### src/rtl/gtx_align_insert.sv
// Transmit-side ALIGNP inserter for the SATA host PHY.
// Injects periodic (and on-request) ALIGNP bursts on dword boundaries and back-pressures the link layer.
module gtx_align_insert #(
  parameter int ALIGN_PERIOD = 256,
  parameter int ALIGN_COUNT  = 2
) (
  input  logic        wclk,
  input  logic        rst,
  input  logic        en,
  input  logic        align_req,
  input  logic [15:0] data_in,
  input  logic [1:0]  charisk_in,
  output logic        ready_out,
  output logic [15:0] data_out,
  output logic [1:0]  charisk_out,
  output logic        lword_strobe,
  output logic        align_strobe
);

  localparam int W = $clog2(2 * ALIGN_PERIOD);
  localparam logic [W-1:0] BURST_WORDS = W'(2 * ALIGN_COUNT);

  localparam logic [15:0] ALIGN_D0 = 16'h4ABC;
  localparam logic [1:0]  ALIGN_K0 = 2'b01;
  localparam logic [15:0] ALIGN_D1 = 16'h7B4A;
  localparam logic [1:0]  ALIGN_K1 = 2'b00;

  logic [W-1:0] wcnt;
  logic         pending;
  logic         in_burst;
  logic         restart;
  logic         insert;

  assign in_burst  = wcnt < BURST_WORDS;
  // A latched request only fires on a dword boundary so primitives are never split.
  assign restart   = pending & ~wcnt[0];
  assign insert    = in_burst | restart;
  assign ready_out = rst & (~en | ~insert);

  // NOTE: reset is synchronous (sampled on wclk); all state uses non-blocking assignments.
  always_ff @(posedge wclk) begin
    if (!rst) begin
      wcnt         <= '0;
      pending      <= 1'b0;
      data_out     <= '0;
      charisk_out  <= '0;
      lword_strobe <= 1'b0;
      align_strobe <= 1'b0;
    end else if (!en) begin
      wcnt         <= '0;
      pending      <= 1'b0;
      data_out     <= data_in;
      charisk_out  <= charisk_in;
      lword_strobe <= 1'b0;
      align_strobe <= 1'b0;
    end else begin
      lword_strobe <= wcnt[0];
      if (restart) begin
        // Restart the window so the forced burst carries the full ALIGN_COUNT dwords.
        data_out     <= ALIGN_D0;
        charisk_out  <= ALIGN_K0;
        align_strobe <= 1'b1;
        wcnt         <= W'(1);
        pending      <= align_req;
      end else if (in_burst) begin
        data_out     <= wcnt[0] ? ALIGN_D1 : ALIGN_D0;
        charisk_out  <= wcnt[0] ? ALIGN_K1 : ALIGN_K0;
        align_strobe <= ~wcnt[0];
        wcnt         <= wcnt + W'(1);
      end else begin
        data_out     <= data_in;
        charisk_out  <= charisk_in;
        align_strobe <= 1'b0;
        wcnt         <= wcnt + W'(1);
        pending      <= pending | align_req;
      end
    end
  end

endmodule
### config.mk
export PLATFORM = sky130hd
export DESIGN_NAME = gtx_align_insert
export DESIGN_NICKNAME = d
export VERILOG_FILES = /design/src/rtl/gtx_align_insert.sv
export SDC_FILE = /design/constraint.sdc
export NUM_CORES = 1
export LEC_CHECK = 0
export CAP_MARGIN = 10
export CORE_ASPECT_RATIO = 2
export CORE_UTILIZATION = 44
export DETAILED_ROUTE_END_ITERATION = 10
export PLACE_DENSITY = 0.75
export RECOVER_POWER = 50
export SLEW_MARGIN = 20
export SYNTH_ARGS = -nofsm -noshare
export SYNTH_HDL_FRONTEND = slang
export SYNTH_SLANG_ARGS = --single-unit
export TNS_END_PERCENT = 50
### constraint.sdc
create_clock -name wclk -period 1.7 [get_ports wclk]
set_clock_uncertainty 0.05 [all_clocks]
set_input_delay 0.34 -clock wclk [delete_from_list [all_inputs] [get_ports wclk]]
set_output_delay 0.34 -clock wclk [all_outputs]
set_load 0.03 [all_outputs]
== After elaboration in Yosys (flattened, before gate mapping) ==
Index checks and enable logic that the tools add are counted.

* $add $sub $neg: 1
* $lt $le $gt $ge: 1
* Eq/ne operators: 1
* Muxes and demuxes: 13
* Bitwise operators: 9
* Reduce and logical (&&, ||, !) cells: 2

{| class="wikitable"
|+ Operator list
! kind !! number
|-
| $mux 16 || 3
|-
| $mux 14 || 1
|-
| $add 9x1->9 const B || 1
|-
| $lt 9x3->1 const B || 1
|-
| $mux 1 || 6
|-
| $mux 2 || 3
|-
| $not 1->1 || 4
|-
| $or 1x1->1 || 3
|-
| $reduce_or 3->1 || 1
|-
| $and 1x1->1 || 2
|-
| $ne 2x1->1 const B || 1
|-
| $reduce_and 2->1 || 1
|}

* Bits in registers: 30
* Bits of input ports: 22
* Output and inout bits: 21

== Depth between registers and ports, before layout ==
Gate-level depths: netlist of run 1.

* Depth in word-level cells: 6
* Mapped depth: 4
* Gate-level depth less buffers: 4

== Least setup slack after synthesis of run 1 ==
Ideal clock, no wire load.

* Path kind: reg2out
* From: reg wcnt[4]
* To: out ready_out
* Arrival: 1.346 ns
* Data required time: 1.310 ns
* Path slack: -0.036 ns
* Stages on the path, launching flop included: 5
* Path through: dfxtp_1 -> clkbuf_2 -> or3_2 -> o21ai_4 -> a21oi_1

* Longest elaborated chain between the ends: 5

{| class="wikitable"
|+ Ends and longest elaborated chain
! element !! RTL line !! RTL
|-
| start: declaration || 28 || <nowiki>logic [W-1:0] wcnt;</nowiki>
|-
| start signal: assignment || 69 || <nowiki>wcnt <= wcnt + W'(1);</nowiki>
|-
| start signal: assignment || 74 || <nowiki>wcnt <= wcnt + W'(1);</nowiki>
|-
| $lt 9x3->1 || 34 || <nowiki>assign in_burst = wcnt < BURST_WORDS;</nowiki>
|-
| $or 1x1->1 || 37 || <nowiki>assign insert = in_burst | restart;</nowiki>
|-
| $not 1->1 || 38 || <nowiki>assign ready_out = rst & (~en | ~insert);</nowiki>
|-
| $or 1x1->1 || 38 ||
|-
| $and 1x1->1 || 38 ||
|-
| end: declaration || 13 || <nowiki>output logic ready_out,</nowiki>
|}

No other way between the ends.

== Worst setup path in the final report of run 1 ==
* From: reg wcnt[7]
* To: out ready_out

Same word-level chain as after synthesis.

==> results of run 1 <==
[report_power, final]
group	internal, uW	leakage (uW)	switching, uW
combinational	115	0.000401	126
sequential	734	0.000247	10.8
clock	324	0.0000472	269
[cell type report]
class | count | area share
Clock buffer | 6 | 0.0458
Clock inverter | 2 | 0.00694
Inverter | 4 | 0.00833
Multi-Input combinational cell | 91 | 0.305
Sequential cell | 30 | 0.334
Tap cell | 28 | 0.0194
Timing Repair Buffer | 56 | 0.280
[logic make-up after synthesis]
logic type / Yosys count
and+or+nand+nor: 41
buffers and inverters: 10
DFF: 30
xor gates and xnor gates: 3
AOI/OAI and AO/OA: 46
adders and majority gates: 1
[worst register-to-register path: stages (launching register included)]
cell and delay [ns]:
dfxtp_1 0.31, clkbuf_2 0.17, nor4_2 0.47, buf_4 0.23
and2_1 0.22, o22ai_1 0.10
[final timing paths]
path | to | cells after the start | from | slack [ns]
max reg2reg | data_out[2] | 5 | wcnt[3] | 0.02
max | ready_out | 4 | wcnt[7] | -0.21
min reg2reg | pending | 2 | pending | 0.48
min | pending | 2 | pending | 0.48
[layout by cell type, fill, tap and decap left out, drive strengths merged, types with 2 or more instances in the layout]
master,netlist,final
clkdlybuf4s50,0,38
dfxtp,30,30
a21oi,16,16
o21ai,15,15
nand2,12,12
buf,2,12
clkbuf,4,11
nor2,10,10
a211oi,9,9
nand3,6,6
o22ai,5,5
or3,5,5
inv,4,4
xor2,2,2
[stage by stage]
step           worst slack (ns)  setup TNS [ns]  power (uW)  utilization  cell area, um^2
2_1_floorplan            0.0320               0         881            -             1230
3_3_place_gp             0.0302               0         999        0.662             1720
3_5_place_dp            -0.0217         -0.0217        1000        0.662             1720
4_1_cts                  -0.224          -0.224        1600        0.703             1830
5_1_grt                  -0.256           -1.27        1640        0.693             1800
6_report                 -0.215          -0.215        1580        0.693             1800
[repair_timing]
| item | 4_1_cts | 5_1_grt |
|---|---|---|
| endpoints found under the setup margin | 1 | 3 |
| gates resized for setup | 2 | 3 |
| hold buffers | 0 | 0 |
| endpoints found under the hold margin | 0 | 0 |
| buffers inserted | 1 | 0 |
| pin swaps | 3 | 0 |
[per-layer routing]
layer,up-vias,routed length (um)
met5,-,0
met3,8,154
met2,34,1850
met1,556,1070
li1,584,-
met4,0,79
[state kept, by name (all words and copies together) (netlist names)]
register and flops:
wcnt 9, pending 1, charisk_out 2, lword_strobe 1, align_strobe 1, data_out 16
==> summary.md, run 1 <==
| Metric | Value |
|---|---|
| Status | finished with violations |
| Failing checks | negative setup slack |
| Register area share after synthesis | 0.489 |
| Post-Synth Adder-Cell Area | 0.0102 |
| Post-Syn Area | 1230 um^2 |
| Worst-path cell chain | or4_4, o21ai_4, a21oi_2, buf_6 |
| Worst path slowest cell | or4_4 |
| Crit path DAT | 1.52 ns |
| CP peak stage delay | 0.55 ns |
| Final non-filler cell total | 217 |
| Synth top area share | 0.489 |
| Synth area leaders | dfxtp_1 (49%), a21oi_1 (6.5%), o21ai_0 (5.7%) |
| Clk root buf | clkbuf_8 |
| CORE AREA | 2600 um^2 |
| Antenna violations before repair | 0 |
| Remaining Overflow, GRT | 0 |
| Worst Path Class, Setup | reg -> out |
| CTS tree | yes |
| Lkg Pwr | 0.000696 uW |
| DRT Pass-1 Iters | 5 |
| Starting Density | 0.472 |
| Post-Place Cells | 208 |
| Dpl hpwl | 2.37 mm |
| Max Buffers Root-to-Sink | 2 |
| Vias | 1182 |
| Area Overhead vs Synth | 46.7% |
| Height of the die | 76.7 um |
| Final worst slack | -0.215 ns |
| WL final | 3.15 mm |
| ANT cells | 0 |
| Clock-pin slew of the registers on the worst-case setup and hold paths | 0.06 ns |
| Synth cell count leaders | dfxtp_1 (30), a21oi_1 (16), o21ai_0 (14) |
| Pwr/cell area | 876 nW/um^2 |
| Num ports | 43 |
| Slew Limit Fails | 0 |
| WL per Instance | 14.5 um |
| H-Tree Depth | 2 |
| Worst IR Drop VDD | 0.697 mV |
| Layout net count | 211 |
| Slew HR | 0.707 |
| Min Hold Slack | 0.482 ns |
| DRC violation count after routing | 0 |
| CTS sink count | 30 |
| Worst Hold Class | reg -> reg |
| M2 GR Usage | 0.415 |
| Die Span X | 39.4 um |
| Ys async rst share | 0 |
| Most common cell in the synthesized netlist | dfxtp_1 |
| RSZ-0062 raised after global routing | true |
| Fin crit period | 1.91 ns |
| Syn Nets | 154 |
| Post-Synth Simple-Gate Area | 0.195 |
| Yosys cell types | 27 |
| PortBufs | 42 |
| Synth area leader | dfxtp_1 |
| Req. time, crit path | 1.31 ns |
| Gpl congestion | 0.762 |
| Max Cap Viol | 0 |
| Dominant delay contributor by cell family on the critical path | simple AND/OR/NAND/NOR gates |
| Worst-margin pin slew | 0.436 ns |
| Detail Route Antenna Nets | 0 |
| All-Layer GR Usage | 0.243 |
| Syn Area/Cell | 9.38 um^2 |
| CP endpoint kind | primary output |
| Starting DRT DRC Count | 20 |
| Final period util | 1.13 |
| Met3 global-route usage | 0.0665 |
| Syn Inst Count | 131 |
| Post-synth EDFFs | 0 |
| Gr busiest metal | met2 |
| Post-synthesis compound-gate area fraction | 0.223 |
| Synth Flop Type | dfxtp_1 |
| Fmax | 522 MHz |
| Met1 GRT Util | 0.248 |
| Main combinational cell family by area after synthesis | compound AO/OA/AOI/OAI gates |
| Num rows | 26 |
| Yosys Warn Count | 0 |
| Largest net degree at the start of global routing | 21 |
| Die area | 3020 um^2 |
| DR vias/cell | 5.45 |
| First-pass GRT wire length | 5.15 mm |
| Multi-input logic area | 551 um^2 |
| Clk_lat worst skew | 0.29 ns |
| Crit-path max FO | 2 |
| Share of cells above drive strength 1 | 0.164 |
| Proportion of synthesized area in mux cells | 0 |
| Num CTS Buffers | 5 |
| FF+latch area | 602 um^2 |
| Endpoints failing hold | 0 |
| Buf/Inv on CP | 1 |
| Vias in the first global route | 1182 |
| Crit path launch type | flop |
| Final setup vio count | 1 |
| XOR/XNOR Fraction of Synth Area | 0.0214 |
| Fillers | 233 |
| Register bit count reported by yosys | 30 |
(Power assumes the default switching activity.)
==> run 2: changes to the inputs <==
--- a/config.mk
+++ b/config.mk
@@ -6,10 +6,12 @@
 export NUM_CORES = 1
 export LEC_CHECK = 0
 export CAP_MARGIN = 10
+export CELL_PAD_IN_SITES_DETAIL_PLACEMENT = 1
+export CELL_PAD_IN_SITES_GLOBAL_PLACEMENT = 2
 export CORE_ASPECT_RATIO = 2
-export CORE_UTILIZATION = 44
+export CORE_UTILIZATION = 25
 export DETAILED_ROUTE_END_ITERATION = 10
-export PLACE_DENSITY = 0.75
+export PLACE_DENSITY = 0.73
 export RECOVER_POWER = 50
 export SLEW_MARGIN = 20
 export SYNTH_ARGS = -nofsm -noshare
==> run 2 against run 1 <==
Net effect: the flow still finishes with violations (negative setup slack); sequential power about the same; via count is 1.0% higher; total power is 3.6% lower; sequential share of layout area fell by 0.81 points; core utilization is 29 points lower; first-iteration DRC count fell by 10%; worst hold slack lost 0.0069 ns; register-to-register slack is essentially flat; routed wire length up 15%; critical path depth did not move; global-route usage shrank 8.9 points; critical path type unchanged; highest routed layer unchanged.
==> summary.md, run 2 (synthesis results as in run 1) <==
| Metric | Value |
|---|---|
| Met3 global-route usage | 0.0375 (-0.0289) |
| Crit. Startpoint | wcnt[7] |
| R2R depth | 5 (unchanged) |
| Endpoints failing hold | 0 (unchanged) |
| Layout net count | 214 (+1.4%) |
| Crit path DAT | 1.50 ns (-0.02 ns) |
| Height of the die | 101 um (+32%) |
| CORE AREA | 4640 um^2 (+78%) |
| Top Registers | data_out x16, wcnt x9, charisk_out x2 |
| Worst setup path end | ready_out |
| All-Layer GR Usage | 0.153 (-0.0893) |
| Worst Hold Class | reg -> reg |
| Worst Path Class, Setup | reg -> out |
| Num rows | 35 (+35%) |
| WL final | 3.60 mm (+15%) |
| Remaining Overflow, GRT | 0 (unchanged) |
| Share of cells above drive strength 1 | 0.168 (+0.00352) |
| Starting Density | 0.265 (-0.207) |
| ANT cells | 0 (unchanged) |
| Vias in the first global route | 1252 (+5.9%) |
| Pwr/cell area | 824 nW/um^2 (-5.9%) |
| Crit path launch type | flop |
| Largest net degree at the start of global routing | 18 (-14%) |
| Fillers | 559 (+140%) |
| Die area | 5220 um^2 (+73%) |
| Antenna violations before repair | 0 (unchanged) |
| Dpl hpwl | 2.89 mm (+22%) |
| RSZ-0062 raised after global routing | true |
| Slew HR | 0.654 (-0.0530) |
| CP endpoint kind | primary output |
| Num ports | 43 (unchanged) |
| Fmax | 530 MHz (+1.4%) |
| Most common cell after layout, fill and taps aside | clkdlybuf4s50_1 |
| Slew Limit Fails | 0 (unchanged) |
| Gpl congestion | 0.752 (-1.2%) |
| Failing checks | negative setup slack |
| H-Tree Depth | 2 (unchanged) |
| Fin crit period | 1.89 ns (-0.0268 ns) |
| Final period util | 1.11 (-0.0158) |
| Post-place setup slack | -0.0165 ns (+0.00519 ns) |
| Final setup vio count | 1 (unchanged) |
| Post-CTS Hold Buffers | 0 (unchanged) |
| Clk_lat worst skew | 0.28 ns (about the same) |
| Post-route design area | 1850 um^2 (+2.5%) |
| Worst R2R End | data_out[6] |
| R2r setup slk | 0.02 ns (about the same) |
| Worst IR Drop VDD | 0.520 mV (-25%) |
| Final setup TNS | -0.188 ns (+0.0268 ns) |
| WL per Instance | 14.7 um (+1.0%) |
| Max reg flops | 16 (unchanged) |
| Vias | 1194 (+1.0%) |
| Register with the most flip-flops | data_out |
| Max Cap Viol | 0 (unchanged) |
| Pwr Total | 1520 uW (-3.6%) |
| Area Overhead vs Synth | 50.4% |
| Gr busiest metal | met2 |
| CTS sink count | 30 (unchanged) |
| Die Span X | 51.6 um (+31%) |
| DRC violation count after routing | 0 (unchanged) |
| First-pass GRT wire length | 5.87 mm (+14%) |
| Crit-path max FO | 2 (unchanged) |
| Cell Area, Placed | 1780 um^2 (+3.3%) |
| Final worst slack | -0.188 ns (+0.0268 ns) |
| DRT Pass-1 Iters | 3 (-2) |
| Crit Reg-Reg Startpoint | wcnt[3] |
| Met1 GRT Util | 0.142 (-0.106) |
| Status | finished with violations |
| Detail Route Antenna Nets | 0 (unchanged) |
| Worst-margin pin slew | 0.515 ns (+0.0789 ns) |
| Starting DRT DRC Count | 18 (-10%) |
| Num CTS Buffers | 5 (unchanged) |
| Max Buffers Root-to-Sink | 2 (unchanged) |
| Req. time, crit path | 1.31 ns (about the same) |
| Commonest cells after routing, fill and taps aside | clkdlybuf4s50_1 (39), dfxtp_1 (29), a21oi_1 (15) |
| Hold depth | 2 (unchanged) |
| DR vias/cell | 4.85 (-11%) |
| Lkg Pwr | 0.000706 uW (+1.6%) |
| Clk root buf | clkbuf_8 |
| M2 GR Usage | 0.299 (-0.116) |
| PortBufs | 42 (unchanged) |
| Clock-pin slew of the registers on the worst-case setup and hold paths | 0.06 ns (about the same) |
| CTS tree | yes |
run 2: critical path, stage by stage (launching register included):
cell     delay, ns
dfxtp_2       0.32
or4_4         0.55
o21ai_4       0.15
a21oi_2       0.08
buf_6         0.14
run 2: per-stage QoR:
| step | util | hold WS, ns | instances |
|---|---|---|---|
| 3_5_place_dp | 0.383 | 0.478 | 238 |
| 3_3_place_gp | 0.383 | 0.463 | 238 |
| 2_1_floorplan | - | 0.406 | 131 |
| 4_1_cts | 0.404 | 0.484 | 246 |
| 5_1_grt | 0.398 | 0.547 | 246 |
| 6_report | 0.398 | 0.475 | 246 |
run 2: report_power, final:
part,internal (uW),switching (uW)
Sequential,734,8.88
Combinational,118,131
Clock,274,257
Total,1130,397
run 2: final cells by class:
type,count,area [um^2],share of cell area
Inverter,4,15.0,0.00812
Clock inverter,2,10.0,0.00542
Sequential cell,30,602,0.326
Tap cell,55,68.8,0.0372
Multi-Input combinational cell,91,551,0.298
Timing Repair Buffer,59,533,0.288
Clock buffer,5,68.8,0.0372
run 2: per-layer routing:
metal | vias to the layer above | share of wire
met5 | - | 0
met4 | 0 | 0.021
met3 | 7 | 0.036
met2 | 27 | 0.59
met1 | 571 | 0.35
li1 | 589 | -
run 2: what timing repair did:
action,4_1_cts,5_1_grt
resized for setup,3,1
setup buffers,1,0
endpoints found under the setup margin,1,2
pin swaps,3,0
run 2: how the worst min path moves through the flow:
stage | startpoint | to | slack, ns
global route | pending | pending | 0.55
floorplan | data_in[0] | data_out[0] | 0.41
detailed placement | pending | pending | 0.48
global placement | pending | pending | 0.46
finish | pending | pending | 0.48
CTS | pending | pending | 0.48
